**src/rtl/ctrl_pipe.sv**
```systemverilog
// Execute-stage control pipeline: condition evaluation, multi-cycle stall FSM,
// post-execute control shift chain and the architectural N/Z/C/V plus sticky flag register.
module ctrl_pipe #(
  parameter int              CW        = 16,
  parameter int              FW        = 5,
  parameter int              NPOST     = 2,
  parameter int              MULCYC    = 3,
  parameter logic [CW-1:0]   GATE_MASK = 16'h000F,
  parameter int              BR_BIT    = 0
) (
  input  logic                clk,
  input  logic                reset,
  input  logic [CW-1:0]       ctrl_d,
  input  logic [3:0]          cond_d,
  input  logic                valid_d,
  input  logic [1:0]          flagw_d,
  input  logic                sat_d,
  input  logic                long_d,
  input  logic                flush_e,
  input  logic [FW-1:0]       alu_flags,
  input  logic                clr_sticky,
  output logic [CW-1:0]       ctrl_e,
  output logic                valid_e,
  output logic                cond_ex_e,
  output logic                branch_taken_e,
  output logic                stall_req,
  output logic [NPOST*CW-1:0] ctrl_post,
  output logic [NPOST-1:0]    valid_post,
  output logic [FW-1:0]       flags
);

  localparam int          CNTW     = $clog2(MULCYC) + 1;
  localparam logic        LONG_EN  = (MULCYC > 1);
  localparam logic [CNTW-1:0] CNT_LOAD = CNTW'((MULCYC > 1) ? (MULCYC - 2) : 0);

  typedef enum logic {IDLE, BUSY} state_t;

  state_t          state;
  logic [CNTW-1:0] cnt;
  logic [3:0]      cond_e;
  logic [1:0]      flagw_e;
  logic            sat_e;
  logic            long_e;
  logic [FW-1:0]   flags_reg;
  logic [FW-1:0]   flags_next;
  logic            start_long;
  logic            complete;
  logic            commit;
  logic [CW-1:0]   post_ctrl  [NPOST];
  logic            post_valid [NPOST];

  function automatic logic cond_pass(input logic [3:0] c, input logic n, input logic z,
                                     input logic cf, input logic v);
    logic r;
    case (c)
      4'h0:    r = z;
      4'h1:    r = !z;
      4'h2:    r = cf;
      4'h3:    r = !cf;
      4'h4:    r = n;
      4'h5:    r = !n;
      4'h6:    r = v;
      4'h7:    r = !v;
      4'h8:    r = cf && !z;
      4'h9:    r = !cf || z;
      4'hA:    r = (n == v);
      4'hB:    r = (n != v);
      4'hC:    r = !z && (n == v);
      4'hD:    r = z || (n != v);
      default: r = 1'b1;
    endcase
    return r;
  endfunction

  assign cond_ex_e = cond_pass(cond_e, flags_reg[3], flags_reg[2], flags_reg[1], flags_reg[0]);

  // A long op that passes its condition occupies E for MULCYC cycles; E is frozen meanwhile.
  assign start_long = (state == IDLE) && valid_e && long_e && cond_ex_e && LONG_EN;
  assign complete   = ((state == IDLE) && !start_long) || ((state == BUSY) && (cnt == '0));
  assign stall_req  = start_long || ((state == BUSY) && (cnt != '0));
  assign commit     = complete && valid_e && cond_ex_e;

  assign branch_taken_e = commit && ctrl_e[BR_BIT];

  always_ff @(posedge clk) begin
    if (!reset) begin
      ctrl_e  <= '0;
      cond_e  <= '0;
      valid_e <= 1'b0;
      flagw_e <= '0;
      sat_e   <= 1'b0;
      long_e  <= 1'b0;
    end else if (!stall_req) begin
      if (flush_e) begin
        ctrl_e  <= '0;
        cond_e  <= '0;
        valid_e <= 1'b0;
        flagw_e <= '0;
        sat_e   <= 1'b0;
        long_e  <= 1'b0;
      end else begin
        ctrl_e  <= ctrl_d;
        cond_e  <= cond_d;
        valid_e <= valid_d;
        flagw_e <= flagw_d;
        sat_e   <= sat_d;
        long_e  <= long_d;
      end
    end
  end

  always_ff @(posedge clk) begin
    if (!reset) begin
      state <= IDLE;
      cnt   <= '0;
    end else begin
      case (state)
        IDLE: begin
          if (start_long) begin
            state <= BUSY;
            cnt   <= CNT_LOAD;
          end
        end
        BUSY: begin
          if (cnt == '0) state <= IDLE;
          else           cnt   <= cnt - 1'b1;
        end
        default: state <= IDLE;
      endcase
    end
  end

  // Sticky bits: clear request and a same-cycle set resolve per bit in favour of the set.
  always_comb begin
    flags_next = flags_reg;
    if (commit) begin
      if (flagw_e[1]) flags_next[3:2] = alu_flags[3:2];
      if (flagw_e[0]) flags_next[1:0] = alu_flags[1:0];
    end
    flags_next[FW-1:4] = (clr_sticky ? '0 : flags_reg[FW-1:4])
                       | ((commit && sat_e) ? alu_flags[FW-1:4] : '0);
  end

  always_ff @(posedge clk) begin
    if (!reset) flags_reg <= '0;
    else        flags_reg <= flags_next;
  end

  assign flags = flags_reg;

  always_ff @(posedge clk) begin
    if (!reset) begin
      post_ctrl[0]  <= '0;
      post_valid[0] <= 1'b0;
    end else if (complete) begin
      post_ctrl[0]  <= ctrl_e & (~GATE_MASK | {CW{cond_ex_e}});
      post_valid[0] <= valid_e;
    end else begin
      post_ctrl[0]  <= '0;
      post_valid[0] <= 1'b0;
    end
  end

  genvar gi;
  generate
    for (gi = 1; gi < NPOST; gi++) begin : g_post
      always_ff @(posedge clk) begin
        if (!reset) begin
          post_ctrl[gi]  <= '0;
          post_valid[gi] <= 1'b0;
        end else begin
          post_ctrl[gi]  <= post_ctrl[gi-1];
          post_valid[gi] <= post_valid[gi-1];
        end
      end
    end
    for (gi = 0; gi < NPOST; gi++) begin : g_out
      assign ctrl_post[gi*CW +: CW] = post_ctrl[gi];
      assign valid_post[gi]         = post_valid[gi];
    end
  endgenerate

endmodule

```
**config.mk**
```make
export PLATFORM = sky130hd
export DESIGN_NAME = ctrl_pipe
export DESIGN_NICKNAME = d
export VERILOG_FILES = /design/src/rtl/ctrl_pipe.sv
export SDC_FILE = /design/constraint.sdc
export NUM_CORES = 1
export LEC_CHECK = 0
export ABC_CLOCK_PERIOD_IN_PS = 4200
export BUFFER_PORTS_ARGS = -buffer_cell sky130_fd_sc_hd__buf_2
export CAP_MARGIN = 5
export CORE_ASPECT_RATIO = 1.5
export CORE_UTILIZATION = 34
export DETAILED_ROUTE_END_ITERATION = 16
export PLACE_DENSITY = 0.69
export SYNTH_ARGS = -nofsm -noshare
export SYNTH_HDL_FRONTEND = slang
export SYNTH_SLANG_ARGS = --single-unit
```
**constraint.sdc**
```tcl
create_clock -name clk -period 4.2 [get_ports clk]
set_input_delay 0.63 -clock clk [delete_from_list [all_inputs] [get_ports clk]]
set_output_delay 0.63 -clock clk [all_outputs]
set_load 0.02 [all_outputs]
```
======== After elaboration in Yosys (flattened, before gate mapping) ========
Memories as Yosys holds them, arrays and structs flattened.
Index checks and enable logic that the tools add are counted.
cells by class
  add/subtract/negate cells ............... 1
  equal/unequal tests ..................... 17
  multiplexer cells ....................... 29
  bitwise logic cells ..................... 9
  reduce and logical (&&, ||, !) cells .... 27
operator list
  cell                                                                number
  16-bit 2-to-1 mux                                                   4
  4-bit == test, second input constant                                6
  1-bit 2-to-1 mux                                                    18
  16-bit AND                                                          1
  4-bit by 3-bit == test with 1-bit output, second input constant     4
  1-bit one-hot mux with 14 select lines                              1
  1-bit logical AND                                                   12
  4-bit by 2-bit == test with 1-bit output, second input constant     2
  1-bit OR                                                            7
  3-bit 2-to-1 mux                                                    2
  3-bit one-hot mux with 2 select lines                               1
  2-bit AND reduction                                                 3
  1-bit logical NOT                                                   5
  4-bit by 1-bit == test with 1-bit output, second input constant     1
  4-bit logical NOT                                                   1
  1-bit logical OR                                                    4
  4-bit 2-to-1 mux                                                    1
  2-bit inequality test, second input constant                        2
  3-bit logical NOT                                                   1
  3-bit nonzero test                                                  1
  3-bit by 1-bit subtractor with 3-bit output, second input constant  1
  2-bit 2-to-1 mux                                                    1
  1-bit one-hot mux with 2 select lines                               1
  1-bit == test                                                       1
  2 further kinds                                                     2
word-level totals
  bits in registers ....................... 34
  RAM bits ................................ 34
  word-level logic and storage cells ...... 96
  memories kept ........................... 2
memories
  name        words  width  read ports  clocked after memory_dff  write ports  RTL line  text
  post_ctrl   2      16     2           0                         2            49        logic [CW-1:0] post_ctrl [NPOST];
  post_valid  2      1      2           0                         2            50        logic post_valid [NPOST];

======== Longest topological paths before layout ========
  depth in word-level cells ............... 12
  mapped depth ............................ 8
  depth with buffers taken out ............ 7

======== Worst setup path after synthesis ========
No wires, ideal clock.
  path kind ............................... register -> output
  from .................................... register flags_reg[0], in the netlist flags[0]
  to ...................................... output branch_taken_e
  arrival time ............................ 2.056 ns
  setup slack ............................. 1.514 ns
  stages on the path, launching flop included .. 6
  buffers on the path ..................... 0
  cell sequence ........................... dfxtp_1 nor4b_1 a21oi_1 a311oi_2 nor3_2 nor4_1
between the ends
  word-level cells in the longest chain between the ends .. 10
  elaborated cells between the ends (all ways) .. 13
  those cells by class .................... eq/ne: 2; mux: 1; reduce/logical: 10
ends and longest elaborated chain
  what                                                    RTL line  text
  start: declaration                                      44        logic [FW-1:0] flags_reg;
  start signal: assignment                                146       else flags_reg <= flags_next;
  1-bit inequality test or 1-bit == test (tied branches)  n/a
  1-bit logical OR or 1-bit logical AND (tied branches)   69, 68
  1-bit one-hot mux with 14 select lines (*)              55        case (c)
  1-bit logical AND                                       78        assign start_long = (state == IDLE) && valid_e && long_e && cond_ex_e && LONG_EN;
  1-bit logical NOT                                       79        assign complete = ((state == IDLE) && !start_long) || ((state == BUSY) && (cnt == '0));
  1-bit logical AND                                       79
  1-bit logical OR                                        79
  1-bit logical AND                                       81        assign commit = complete && valid_e && cond_ex_e;
  1-bit logical AND (*)                                   81
  1-bit logical AND (*)                                   83        assign branch_taken_e = commit && ctrl_e[BR_BIT];
  end: declaration                                        25        output logic branch_taken_e,
Every way passes the cells marked *; elsewhere a longest branch is shown, timed or not.

======== Worst setup path in the final report ========
  from .................................... register cond_e[3]
  to ...................................... output branch_taken_e
between the ends
  word-level cells in the longest chain between the ends .. 9
  elaborated cells between the ends (all ways) .. 22
  those cells by class .................... eq/ne: 13; mux: 1; reduce/logical: 8
ends and longest elaborated chain
  what                                         RTL line  text
  start: declaration                           40        logic [3:0] cond_e;
  start signal: assignment                     103       cond_e <= cond_d;
  4-bit == test, or another cell as far along  55
  1-bit one-hot mux with 14 select lines (*)   55
  1-bit logical AND                            78
  1-bit logical NOT                            79
  1-bit logical AND                            79
  1-bit logical OR                             79
  1-bit logical AND                            81
  1-bit logical AND (*)                        81
  1-bit logical AND (*)                        83
Marked as above.

==> run metrics <==
reg2reg setup slack=approximately 1400 ps; fin crit period=approximately 2900 ps; Fillers=~740; setup ws final=roughly 1300 ps; largest family of logic cells by synthesized area=simple AND/OR/NAND/NOR gates; wire per inst=13.1 um; sequential area share after synthesis=58.8%; EDFF count, synth=17; Worst VDD drop=about 0.18 mV; pre-CTS setup slack=between 1000 and 1500 ps; Vias/cell=about 4.5; CP peak stage delay=just under 500 ps; Setup TNS=0 ps; CTS tree=done; DP HPWL=4.11 mm; RSZ-0062 raised after global routing=no; Critical Path Sink=branch_taken_e; Leak Pwr=approximately 1.6 nW; Worst path depth=6; All-Layer GR Usage=~15%; clock latency on the worst-skew pair=340 ps; CTS Buffer Depth=2; Least-Margin Pin Slew=between 1000 and 1500 ps; RePlAce Congestion=~0.9; max cap viols=0; fmax=about 0.34 GHz; Hold WC Path Type=flip-flop to flip-flop; Post-CTS Setup Bufs=0; worst setup path startpoint=cond_e[3]$_SDFFE_PN0N_; DRC=0; Die Y=109 um; CTS H-tree depth=3; largest net degree at the start of global routing=31; Netlist cell types=47; adder-cell share of the synthesized area=less than 1%; CP endpoint kind=primary output; multiplexer share of the synthesized area=2.31%; post-synth top area share=roughly two fifths; Primary FF master, synth=dfxtp_1; Antenna Violating Nets Remaining=0; row count=38; Starting Density=35.5%; Final Util=a little under half; Clock Sink Count=a little under 70; yosys warns=0; die width=approximately 73 um; GRT overflow=0; CTS Hold Bufs=0; CP bufs+invs=1; most frequent cell after synthesis=dfxtp_1; Slew Viols, Final=0; largest fanout on the critical path=11; die area=approximately 8000 um2; Area Overhead vs Synth=30.0%; port buffer count=a little over 90; area leader, netlist=dfxtp_1; Reg2Reg Capture Point=long_e$_SDFFE_PN0N_; XOR/XNOR Fraction of Synth Area=around 1.0%; Crit path arrival time=around 2300 ps; Crit Path Class=flip-flop to primary output; max reg flops=32; Inserted Clock Buffers=9; crit path cell chain=nor4b_1, a21oi_1, a311oi_2, nor3_2, nor4_1, buf_2; Final setup viols=0; r2r startpoint=cond_e[3]$_SDFFE_PN0N_; core box area=between 7000 and 8000 um2; Mean Syn Cell Area=around 12 um2; ys async rst share=0%; DR pass1 iterations=4; nets=between 300 and 400; Post-CTS Resized=0; initial antenna violation count=0; Pwr Density=405 nW/um2; final period utilization=between 60 and 70%; top cells by area, synth=dfxtp_1 (39%), edfxtp_1 (20%), and2_1 (8.4%); first-pass GRT wire length=8.71 mm; Final Hold Fails=0; Setup crit start kind=flip-flop; status=finished, final reports clean; ANT cells=0; flops & latches, synth=68; final wirelength=~5.6 mm; Worst Reg-to-Reg Cells=6; Netlist Area Pre-Place=between 2000 and 3000 um2; layout cells sized above 1=roughly 42%; Iter 0 DRT Violations=68; io pins=just over 90; fin area=~3400 um2; Slowest cell on crit path=dfxtp_1; Root Buffer=clkbuf_8; Clock transition at path regs=~70 ps; Synth Area in Compound Gates=between 15 and 20%; DP Area=~3200 um2; Synth Area in Simple Gates=17.5%; cell count after synthesis=217; clk_skew=~5 ps; via count=around 1900; total power=approximately 1.4 mW; vias in the first global route=1878; top post-synthesis cells by count=dfxtp_1 (51), and2_1 (35), a22o_2 (20); Slew headroom=23.0%; Required @ worst endpoint=roughly 3600 ps; CP delay by family, top=simple AND/OR/NAND/NOR gates
==> how the worst min path moves through the flow <==
stage,slack [ps],to,startpoint,cells past startpoint
floorplan,450,long_e$_SDFFE_PN0N_,long_e$_SDFFE_PN0N_,1
global placement,450,post_ctrl[1][13]$_SDFF_PN0_,post_ctrl[0][13]$_SDFFCE_PP0P_,1
detailed placement,460,post_ctrl[1][8]$_SDFF_PN0_,post_ctrl[0][8]$_SDFFCE_PP0P_,1
CTS,470,post_ctrl[1][2]$_SDFF_PN0_,post_ctrl[0][2]$_SDFFCE_PP0P_,1
global route,490,post_ctrl[1][2]$_SDFF_PN0_,post_ctrl[0][2]$_SDFFCE_PP0P_,1
finish,470,post_ctrl[1][8]$_SDFF_PN0_,post_ctrl[0][8]$_SDFFCE_PP0P_,1
==> logic make-up after synthesis <==
logic type / Yosys count
xor+xnor: 3
mux: 6
buf+inv: 21
simple gates: 74
fa+ha+maj: 2
compound gates: 42
other cells: 1
flops: 68
==> metrics by stage <==
step / cells / hold slack (ps)
3_3_place_gp: 412 / 453
2_1_floorplan: 233 / 446
5_1_grt: 428 / 488
3_5_place_dp: 412 / 457
4_1_cts: 428 / 475
6_report: 428 / 470
==> worst register-to-register path, cell delays in order, from the launching register on <==
cell and delay [ps]:
dfxtp_1 490, nor4b_1 300, a21oi_1 100, a311oi_2 420
o311ai_4 190, a21oi_2 910, a22o_2 300
==> where the power goes <==
group / internal [mW] / switching (mW) / total, mW
clock network: 0.307 / 0.245 / 0.552
logic: 0.0444 / 0.0658 / 0.110
registers: 0.695 / 0.0143 / 0.709
==> cell usage in the layout (no fill, tap or decap), types with 2 or more instances in the layout <==
cell | netlist | layout
buf_2 | 4 | 92
dfxtp_1 | 51 | 51
and2_1 | 35 | 35
a22o_2 | 20 | 20
nand2_1 | 17 | 17
edfxtp_1 | 17 | 17
conb_1 | 1 | 17
clkbuf_8 | 0 | 11
inv_1 | 8 | 8
mux2i_1 | 6 | 6
a22o_1 | 4 | 4
a21oi_1 | 3 | 3
nand3b_1 | 2 | 2
nor2_1 | 2 | 2
nor4b_1 | 2 | 2
nand2b_1 | 2 | 2
nor4_1 | 2 | 2
xnor2_1 | 2 | 2
o21a_1 | 2 | 2
nor4_2 | 2 | 2
ha_1 | 2 | 2
clkinv_4 | 0 | 2
==> cell type report <==
class,instances,area [um2],share of cell area (%)
flip-flops and latches,68,1530,45.3
multi-input cells,144,1020,30.3
repair buffers,92,460,13.6
clock buffers,11,151,4.47
well taps,100,125,3.70
clock inverters,5,60.1,1.78
inverters,8,30.0,0.888
==> routing by layer <==
metal | global-route usage (%) | vias up | part of all wire (%)
met1 | 15.8 | 911 | 40
met3 | 3.97 | 11 | 5.7
met5 | 0 | - | 0
li1 | - | 957 | -
met4 | 7.83 | 0 | 2.5
met2 | 26.0 | 67 | 52
No activity file was read; power rests on OpenSTA's default activity.
